`config.mk`:
```
export PLATFORM = sky130hd
export DESIGN_NAME = inst_fifo_arbiter
export DESIGN_NICKNAME = d
export VERILOG_FILES = /design/src/rtl/inst_fifo_arbiter.sv
export SDC_FILE = /design/constraint.sdc
export NUM_CORES = 1
export LEC_CHECK = 0
export ABC_AREA = 1
export CORE_ASPECT_RATIO = 1.25
export CORE_UTILIZATION = 45
export DETAILED_ROUTE_END_ITERATION = 8
export PLACE_DENSITY = 0.82
export SYNTH_ARGS = -nofsm -noshare
export SYNTH_HDL_FRONTEND = slang
export SYNTH_SLANG_ARGS = --single-unit
```
`constraint.sdc`:
```
create_clock -name clk -period 2.75 [get_ports clk]
set_clock_uncertainty 0.1 [all_clocks]
set_input_delay 0.55 -clock clk [delete_from_list [all_inputs] [get_ports clk]]
set_output_delay 0.55 -clock clk [all_outputs]
set_load 0.01 [all_outputs]
```
`src/rtl/inst_fifo_arbiter.sv`:
```
// Round-robin issue arbiter over per-thread instruction FIFOs. A head word
// flagged as carrying a postfix immediate is issued together with that immediate.
//
//   state   | meaning
//   IDLE    | arbitrate and issue one instruction per cycle
//   POSTFIX | fetch the immediate that follows the instruction just granted
module inst_fifo_arbiter #(
    parameter int NUM_THREADS = 4,
    parameter int WIDTH       = 32
) (
    input  logic                                  clk,
    input  logic                                  reset,
    input  logic [NUM_THREADS-1:0]                thread_en,
    input  logic [NUM_THREADS-1:0]                thread_flush,
    input  logic [NUM_THREADS-1:0]                fifo_empty,
    input  logic [NUM_THREADS-1:0]                fifo_almost_empty,
    input  logic [NUM_THREADS-1:0][WIDTH-1:0]     fifo_head,
    input  logic [NUM_THREADS-1:0]                head_postfix,
    output logic [NUM_THREADS-1:0]                fifo_dequeue_en,
    output logic                                  issue_valid,
    input  logic                                  issue_ready,
    output logic [$clog2(NUM_THREADS)-1:0]        issue_thread,
    output logic [WIDTH-1:0]                      issue_inst,
    output logic                                  issue_postfix_valid,
    output logic [WIDTH-1:0]                      issue_postfix,
    output logic [31:0]                           issue_count
);

    localparam int TW = $clog2(NUM_THREADS);

    typedef enum logic {
        IDLE    = 1'b0,
        POSTFIX = 1'b1
    } state_e;

    state_e            state_q, state_d;
    logic [TW-1:0]     last_grant_q, last_grant_d;
    logic              valid_q, valid_d;
    logic              pvalid_q, pvalid_d;
    logic [TW-1:0]     thread_q, thread_d;
    logic [WIDTH-1:0]  inst_q, inst_d;
    logic [WIDTH-1:0]  postfix_q, postfix_d;
    logic [31:0]       count_q, count_d;

    logic [NUM_THREADS-1:0] eligible;
    logic [NUM_THREADS-1:0] deq;
    logic                   grant_found;
    logic [TW-1:0]          grant_idx;
    logic [TW-1:0]          cand;
    logic                   slot_free;
    logic                   flush_cur;
    logic                   accept;

    // A postfix head needs its immediate already present before it may be granted.
    always_comb begin
        for (int t = 0; t < NUM_THREADS; t++) begin
            eligible[t] = thread_en[t] & ~thread_flush[t] & ~fifo_empty[t]
                        & (~head_postfix[t] | ~fifo_almost_empty[t]);
        end
    end

    always_comb begin
        grant_found = 1'b0;
        grant_idx   = '0;
        cand        = '0;
        for (int i = 1; i <= NUM_THREADS; i++) begin
            cand = last_grant_q + TW'(i);
            if (!grant_found && eligible[cand]) begin
                grant_found = 1'b1;
                grant_idx   = cand;
            end
        end
    end

    assign slot_free = ~valid_q | issue_ready;
    assign flush_cur = thread_flush[thread_q];
    assign accept    = valid_q & issue_ready & ~flush_cur;

    always_comb begin
        state_d      = state_q;
        last_grant_d = last_grant_q;
        valid_d      = valid_q;
        pvalid_d     = pvalid_q;
        thread_d     = thread_q;
        inst_d       = inst_q;
        postfix_d    = postfix_q;
        count_d      = accept ? count_q + 32'd1 : count_q;
        deq          = '0;

        case (state_q)
            IDLE: begin
                if (valid_q && (issue_ready || flush_cur)) begin
                    valid_d  = 1'b0;
                    pvalid_d = 1'b0;
                end
                if (slot_free && grant_found) begin
                    deq[grant_idx] = 1'b1;
                    inst_d         = fifo_head[grant_idx];
                    thread_d       = grant_idx;
                    last_grant_d   = grant_idx;
                    pvalid_d       = 1'b0;
                    if (head_postfix[grant_idx]) begin
                        valid_d = 1'b0;
                        state_d = POSTFIX;
                    end else begin
                        valid_d = 1'b1;
                    end
                end
            end
            POSTFIX: begin
                if (flush_cur) begin
                    state_d = IDLE;
                end else if (!fifo_empty[thread_q]) begin
                    deq[thread_q] = 1'b1;
                    postfix_d     = fifo_head[thread_q];
                    valid_d       = 1'b1;
                    pvalid_d      = 1'b1;
                    state_d       = IDLE;
                end
            end
            default: state_d = IDLE;
        endcase
    end

    always_ff @(posedge clk or negedge reset) begin
        if (!reset) begin
            state_q      <= IDLE;
            last_grant_q <= TW'(NUM_THREADS - 1);
            valid_q      <= 1'b0;
            pvalid_q     <= 1'b0;
            thread_q     <= '0;
            inst_q       <= '0;
            postfix_q    <= '0;
            count_q      <= '0;
        end else begin
            state_q      <= state_d;
            last_grant_q <= last_grant_d;
            valid_q      <= valid_d;
            pvalid_q     <= pvalid_d;
            thread_q     <= thread_d;
            inst_q       <= inst_d;
            postfix_q    <= postfix_d;
            count_q      <= count_d;
        end
    end

    // Reset also gates the strobe: in reset the arbiter looks idle and would otherwise grant.
    assign fifo_dequeue_en     = reset ? deq : '0;
    assign issue_valid         = valid_q;
    assign issue_thread        = thread_q;
    assign issue_inst          = inst_q;
    assign issue_postfix_valid = pvalid_q;
    assign issue_postfix       = postfix_q;
    assign issue_count         = count_q;

endmodule

```
# [Word-level counts from Yosys, hierarchy flattened]
# Cells that the tools add are included.
[word_totals] ff_bits=103 input_bits=151 output_inout_bits=104 wordCells=124
[op_classes] n_addsub=4 order_cmp=8 eq_ne=3 mux=48 bitwise_logic=39 reduce_logical=14
[op_table] cell="32-bit binary-select mux with 2-bit select" count=2
[op_table] cell="32-bit 2-to-1 mux" count=2
[op_table] cell="32-bit by 1-bit adder with 32-bit output (second input constant)" count=1
[op_table] cell="1-bit 2-to-1 mux" count=23
[op_table] cell="1-bit inverter" count=20
[op_table] cell="2-bit by 3-bit less-than comparator with 1-bit output (second input constant)" count=6
[op_table] cell="4-bit 2-to-1 mux" count=4
[op_table] cell="1-bit bitwise AND" count=14
[op_table] cell="1-bit binary-select mux with 2-bit select" count=7
[op_table] cell="2-bit 2-to-1 mux" count=4
[op_table] cell="4-bit case mux with 2 select lines" count=1
[op_table] cell="1-bit logical AND" count=7
[op_table] cell="1-bit case mux with 2 select lines" count=3
[op_table] cell="3-bit AND reduction" count=2
[op_table] cell="1-bit OR" count=5
[op_table] cell="2-bit adder (second input constant)" count=2
[op_table] cell="1-bit demux with 2-bit select" count=2
[op_table] cell="2-bit by 1-bit >= comparator with 1-bit output (second input constant)" count=2
[op_table] cell="2-bit != test (second input constant)" count=2
[op_table] cell="1-bit zero test" count=3
[op_table] cell="3-bit != test (second input constant)" count=1
[op_table] cell="2-bit by 1-bit adder with 2-bit output (second input constant)" count=1
[op_table] cell="2-bit AND reduction" count=1
[op_table] cell="1-bit logical OR" count=1

# [Depth between registers and ports, before layout]
[depth] ltp_word=23 ltp_mapped=17 mapped_depth_nobuf=15

# [Worst setup path before layout]
# No wires, ideal clock.
[synth_path] path_kind="input port to output port" startpoint="input fifo_empty[3]" endpoint="output fifo_dequeue_en[0]" arrival_ns=1.899 required_ns=2.100 setup_slack_ns=0.201 cell_stages=14 n_path_buf=1 path_cell_list="nor2_1 -> nand3_1 -> nand2_1 -> nand2_1 -> nand2_1 -> nand2_2 -> nand2_1 -> o21ai_1 -> inv_1 -> nand2_2 -> inv_2 -> buf_6 -> nand3_1 -> a21oi_1"
[synth_via] elab_chain_cells=22 word_cells_on_any_way=38 cone_classes="2 x order compare; 25 x mux; 3 x bitwise; 8 x reduce/logical"
[synth_lines] item="from (decl)" line_no="15" text="input logic [NUM_THREADS-1:0] fifo_empty,"
[synth_lines] item="1-bit inverter" line_no="57" text="eligible[t] = thread_en[t] & ~thread_flush[t] & ~fifo_empty[t]"
[synth_lines] item="1-bit bitwise AND" line_no="57"
[synth_lines] item="1-bit bitwise AND" line_no="58" text="& (~head_postfix[t] | ~fifo_almost_empty[t]);"
[synth_lines] item="1-bit binary-select mux with 2-bit select" line_no="68" text="if (!grant_found && eligible[cand]) begin"
[synth_lines] item="1-bit 2-to-1 mux (not written as such)" line_no="68"
[synth_lines] item="1-bit 2-to-1 mux" line_no="68"
[synth_lines] item="1-bit zero test" line_no="68"
[synth_lines] item="1-bit logical AND" line_no="68"
[synth_lines] item="[... 6 more ...]"
[synth_lines] item="2-bit 2-to-1 mux" line_no="68"
[synth_lines] item="2-bit by 3-bit less-than comparator with 1-bit output (not written as such) or 2-bit by 1-bit >= comparator with 1-bit output (tied branches)" line_no="97" text="deq[grant_idx] = 1'b1;"
[synth_lines] item="1-bit logical AND (not written as such)" line_no="97"
[synth_lines] item="1-bit 2-to-1 mux (not written as such)" line_no="97"
[synth_lines] item="1-bit demux with 2-bit select" line_no="97"
[synth_lines] item="4-bit 2-to-1 mux" line_no="96" text="if (slot_free && grant_found) begin"
[synth_lines] item="4-bit case mux with 2 select lines (*)" line_no="90" text="case (state_q)"
[synth_lines] item="4-bit 2-to-1 mux (*)" line_no="148" text="assign fifo_dequeue_en = reset ? deq : '0;"
[synth_lines] item="to (decl)" line_no="19" text="output logic [NUM_THREADS-1:0] fifo_dequeue_en,"
# Every way passes the cells marked *; elsewhere a longest branch is shown, timed or not. The select of a mux whose other input is x is not followed.

# [Final worst setup path]
[layout_path] startpoint="register last_grant_q[0]" endpoint="output fifo_dequeue_en[1]"
[layout_via] elab_chain_cells=20 word_cells_on_any_way=34 cone_classes="3 x add/sub; 2 x order compare; 21 x mux; 8 x reduce/logical"
[layout_lines] item="from (decl)" line_no="37" text="logic [TW-1:0] last_grant_q, last_grant_d;"
[layout_lines] item="from (signal assigned)" line_no="128" text="last_grant_q <= TW'(NUM_THREADS - 1);"
[layout_lines] item="from (signal assigned)" line_no="137" text="last_grant_q <= last_grant_d;"
[layout_lines] item="2-bit by 1-bit adder with 2-bit output" line_no="67" text="cand = last_grant_q + TW'(i);"
[layout_lines] item="1-bit binary-select mux with 2-bit select" line_no="68"
[layout_lines] item="1-bit 2-to-1 mux (not written as such)" line_no="68"
[layout_lines] item="1-bit 2-to-1 mux" line_no="68"
[layout_lines] item="1-bit zero test" line_no="68"
[layout_lines] item="1-bit logical AND" line_no="68"
[layout_lines] item="1-bit 2-to-1 mux" line_no="68"
[layout_lines] item="1-bit zero test" line_no="68"
[layout_lines] item="[... 4 more ...]"
[layout_lines] item="2-bit 2-to-1 mux" line_no="68"
[layout_lines] item="2-bit by 3-bit less-than comparator with 1-bit output (not written as such) or 2-bit by 1-bit >= comparator with 1-bit output (tied branches)" line_no="97"
[layout_lines] item="1-bit logical AND (not written as such)" line_no="97"
[layout_lines] item="1-bit 2-to-1 mux (not written as such)" line_no="97"
[layout_lines] item="1-bit demux with 2-bit select" line_no="97"
[layout_lines] item="4-bit 2-to-1 mux (*)" line_no="96"
[layout_lines] item="4-bit case mux with 2 select lines (*)" line_no="90"
[layout_lines] item="4-bit 2-to-1 mux (*)" line_no="148"
# Marks and branches as above.

==> results.cfg <==
[status]
status = finished with violations
violations = DRC, setup timing

[route]
vias = 8070
avgViaCountPerCell = 5.56
detail-route-antenna-nets = 0
avgRoutedWirePerCell_um = 17.1
dr.pass1.iters = 8
routed_wl_um = 24800
drt_iter0_drc = 649
drc_errors = 11

[layout]
instances_no_fill = 1452
regArea_sq_um = 2580
n_fill_cell = 1221
antenna_cells = 0
area_growth_pct = 50.3
drive_gt1_frac = 0.0989
fin_util = 0.702
final_area_sq_um = 10200
multi_input_area_sq_um = 3880
layout.nets = 1422

[clocking]
cts_root_buf = clkbuf_16
cts_sinks = 103
h-tree-depth = 3
cts_tree = done
clk-insertion-delay-late_ps = 340
path_clk_slew_ps = 70
cts_buffers = 9
hold_buffers = 0
clockBufferDepth = 2

[yosys]
ys_top_cells_by_count = nand2_1 (488), dfrtp_1 (101), nand3_1 (91), nor2_1 (61), inv_1 (35)
seq_area_frac_synth = 0.380
synth_edf_count = 0
ys_top_cells_by_area = dfrtp_1 (37%), nand2_1 (27%), nand3_1 (6.7%)
avgSynthCellArea_sq_um = 6.77
synth_top_area_share = 0.373
yosysWarnings = 0
synth_area_leader_cell = dfrtp_1
ys_ff_latch = 103
synth_cells = 1002
synthFlopType = dfrtp_1
synthesis.area_sq_um = 6780
yosys.cell_types.count = 32
yosysMostFrequentCell = nand2_1
async_flop_share = 1.00
synthesis.nets = 1154

[power]
vdd_drop_max_mv = 1.10
power_leakage_nw = 4.79
power_density_nw_per_um2 = 1320
fin_total_pwr_mw = 13.5

[placement]
dp_cells = 1432
port_buffers = 254
dp_hpwl_um = 17900
place_area_sq_um = 9700
gp_congestion = 0.934

[timing]
hold-worst-slack_ps = 238
period_share = 1.11
max-slew-margin-rel = 0.517
max_slew.worst_pin.slew_ps = 724
finalSetupViolCount = 4
setup_ws_ps = -291
fmax_mhz = 329
hold_viol = 0
final_max_slew_viol_count = 0
min_period_ps = 3040
rsz0062_at_grt = true

[floorplanning]
die_x_um = 112
pin_count = 255
die_area_sq_um = 15600
initial_utilization = 0.467
rows = 49
die-height_um = 139
fp.coreArea_sq_um = 14500

[setup_path]
cp_top_family = flip-flops
cp.arrival_ps = 2390
max_stage_delay_ps = 660
reg2reg_to = issue_inst[30]$_DFFE_PN0P_
critPathLaunchType = flop
cp.buffers_inverters = 4
endpoint_kind = output pin
cp_max_fo = 5
slowest_stage = dfstp_2
cpMostUsedCell = nand3_2
r2r-start = last_grant_q[0]$_DFFE_PN1P_
r2r_cells = 12
path_class = flop to output pin
cp_cell_sequence = buf_6 > nand4_1 > nand3_2 > nand2_4 > buf_4 > nand3_1 > nand3_2 > inv_2 > nand3_2 > a21oi_4 > buf_2
reg2reg_slack_ps = 50
required_ps = 2100

[global_routing]
grt_pass1_vias = 7940
grt_max_degree = 68
antenna_found_initial = 1
gr-usage-all-layers = 0.323
grt_pass1_wl_um = 40000
grt.overflow.total = 0

[flow_run]
drv_cap = 0

[worst_hold_path]
hold_class = input port to asynchronous set/reset pin
==> cell families (layout without fill, tap and decap cells) <==
family	Yosys count	count (layout)	synth area share
xor+xnor	32	32	0.0424
flops	103	103	0.380
buf+inv	97	369	0.0692
compound gates	85	85	0.0937
fa+ha+maj	1	1	0.00184
simple gates	684	684	0.412
==> routing by layer <==
layer | vias up | share of wire | GRT usage
met2 | 408 | 0.50 | 0.552
met4 | 0 | 0.038 | 0.146
met3 | 68 | 0.080 | 0.0732
li1 | 3827 | - | -
met1 | 3767 | 0.38 | 0.384
met5 | - | 0 | 0
==> flip-flops by register name, indices dropped and copies added (netlist names) <==
| register | cells |
|---|---|
| issue_inst | 32 |
| issue_postfix | 32 |
| issue_valid | 1 |
| issue_count | 32 |
| last_grant_q | 2 |
| issue_thread | 2 |
| state_q | 1 |
| issue_postfix_valid | 1 |
==> per-stage QoR <==
step | setup WS (ps) | TNS (ps)
final | -291 | -1100
after global routing | -425 | -3360
after CTS | -276 | -1010
after detailed placement | -891 | -15340
after global placement | -867 | -13090
after floorplan | 201 | 0
==> report_power, final <==
part / internal (mW) / switching [mW]
sequential: 2.14 / 0.428
combinational: 3.73 / 5.68
clock: 0.913 / 0.586
==> cells in the final DEF (no fill, tap or decap), types with 13 or more instances in the layout <==
| cell | instances |
|---|---|
| a22oi_1 | 34 |
| a41oi_1 | 32 |
| buf_4 | 54 |
| clkdlybuf4s50_1 | 234 |
| dfrtp_1 | 101 |
| inv_1 | 34 |
| nand2_1 | 477 |
| nand2_2 | 13 |
| nand3_1 | 86 |
| nand4_1 | 17 |
| nor2_1 | 53 |
| xnor2_1 | 13 |
| xor2_1 | 18 |
==> area by class of cell <==
class                           count  share of cell area
Inverter                           41              0.0153
Clock inverter                      5              0.0102
Clock buffer                       10              0.0234
Multi-Input combinational cell    802               0.381
Sequential cell                   103               0.253
Timing Repair Buffer              313               0.295
Tap cell                          178              0.0218
==> worst max path at each step <==
stage,from,to,slack [ps],cells past startpoint
2_1_floorplan,fifo_empty[3],fifo_dequeue_en[0],200,14
3_3_place_gp,fifo_empty[2],fifo_dequeue_en[1],-870,13
3_5_place_dp,fifo_empty[2],fifo_dequeue_en[1],-890,13
4_1_cts,last_grant_q[0]$_DFFE_PN1P_,fifo_dequeue_en[2],-280,12
5_1_grt,last_grant_q[0]$_DFFE_PN1P_,fifo_dequeue_en[1],-430,12
6_report,last_grant_q[0]$_DFFE_PN1P_,fifo_dequeue_en[1],-290,11
==> repair_timing <==
action                                  CTS  global route
pin swaps                                23            16
setup buffers                             3             4
gates resized for setup                  51            17
endpoints found under the setup margin    4            38
hold endpoints to repair                  0             0
(Power assumes the default switching activity.)
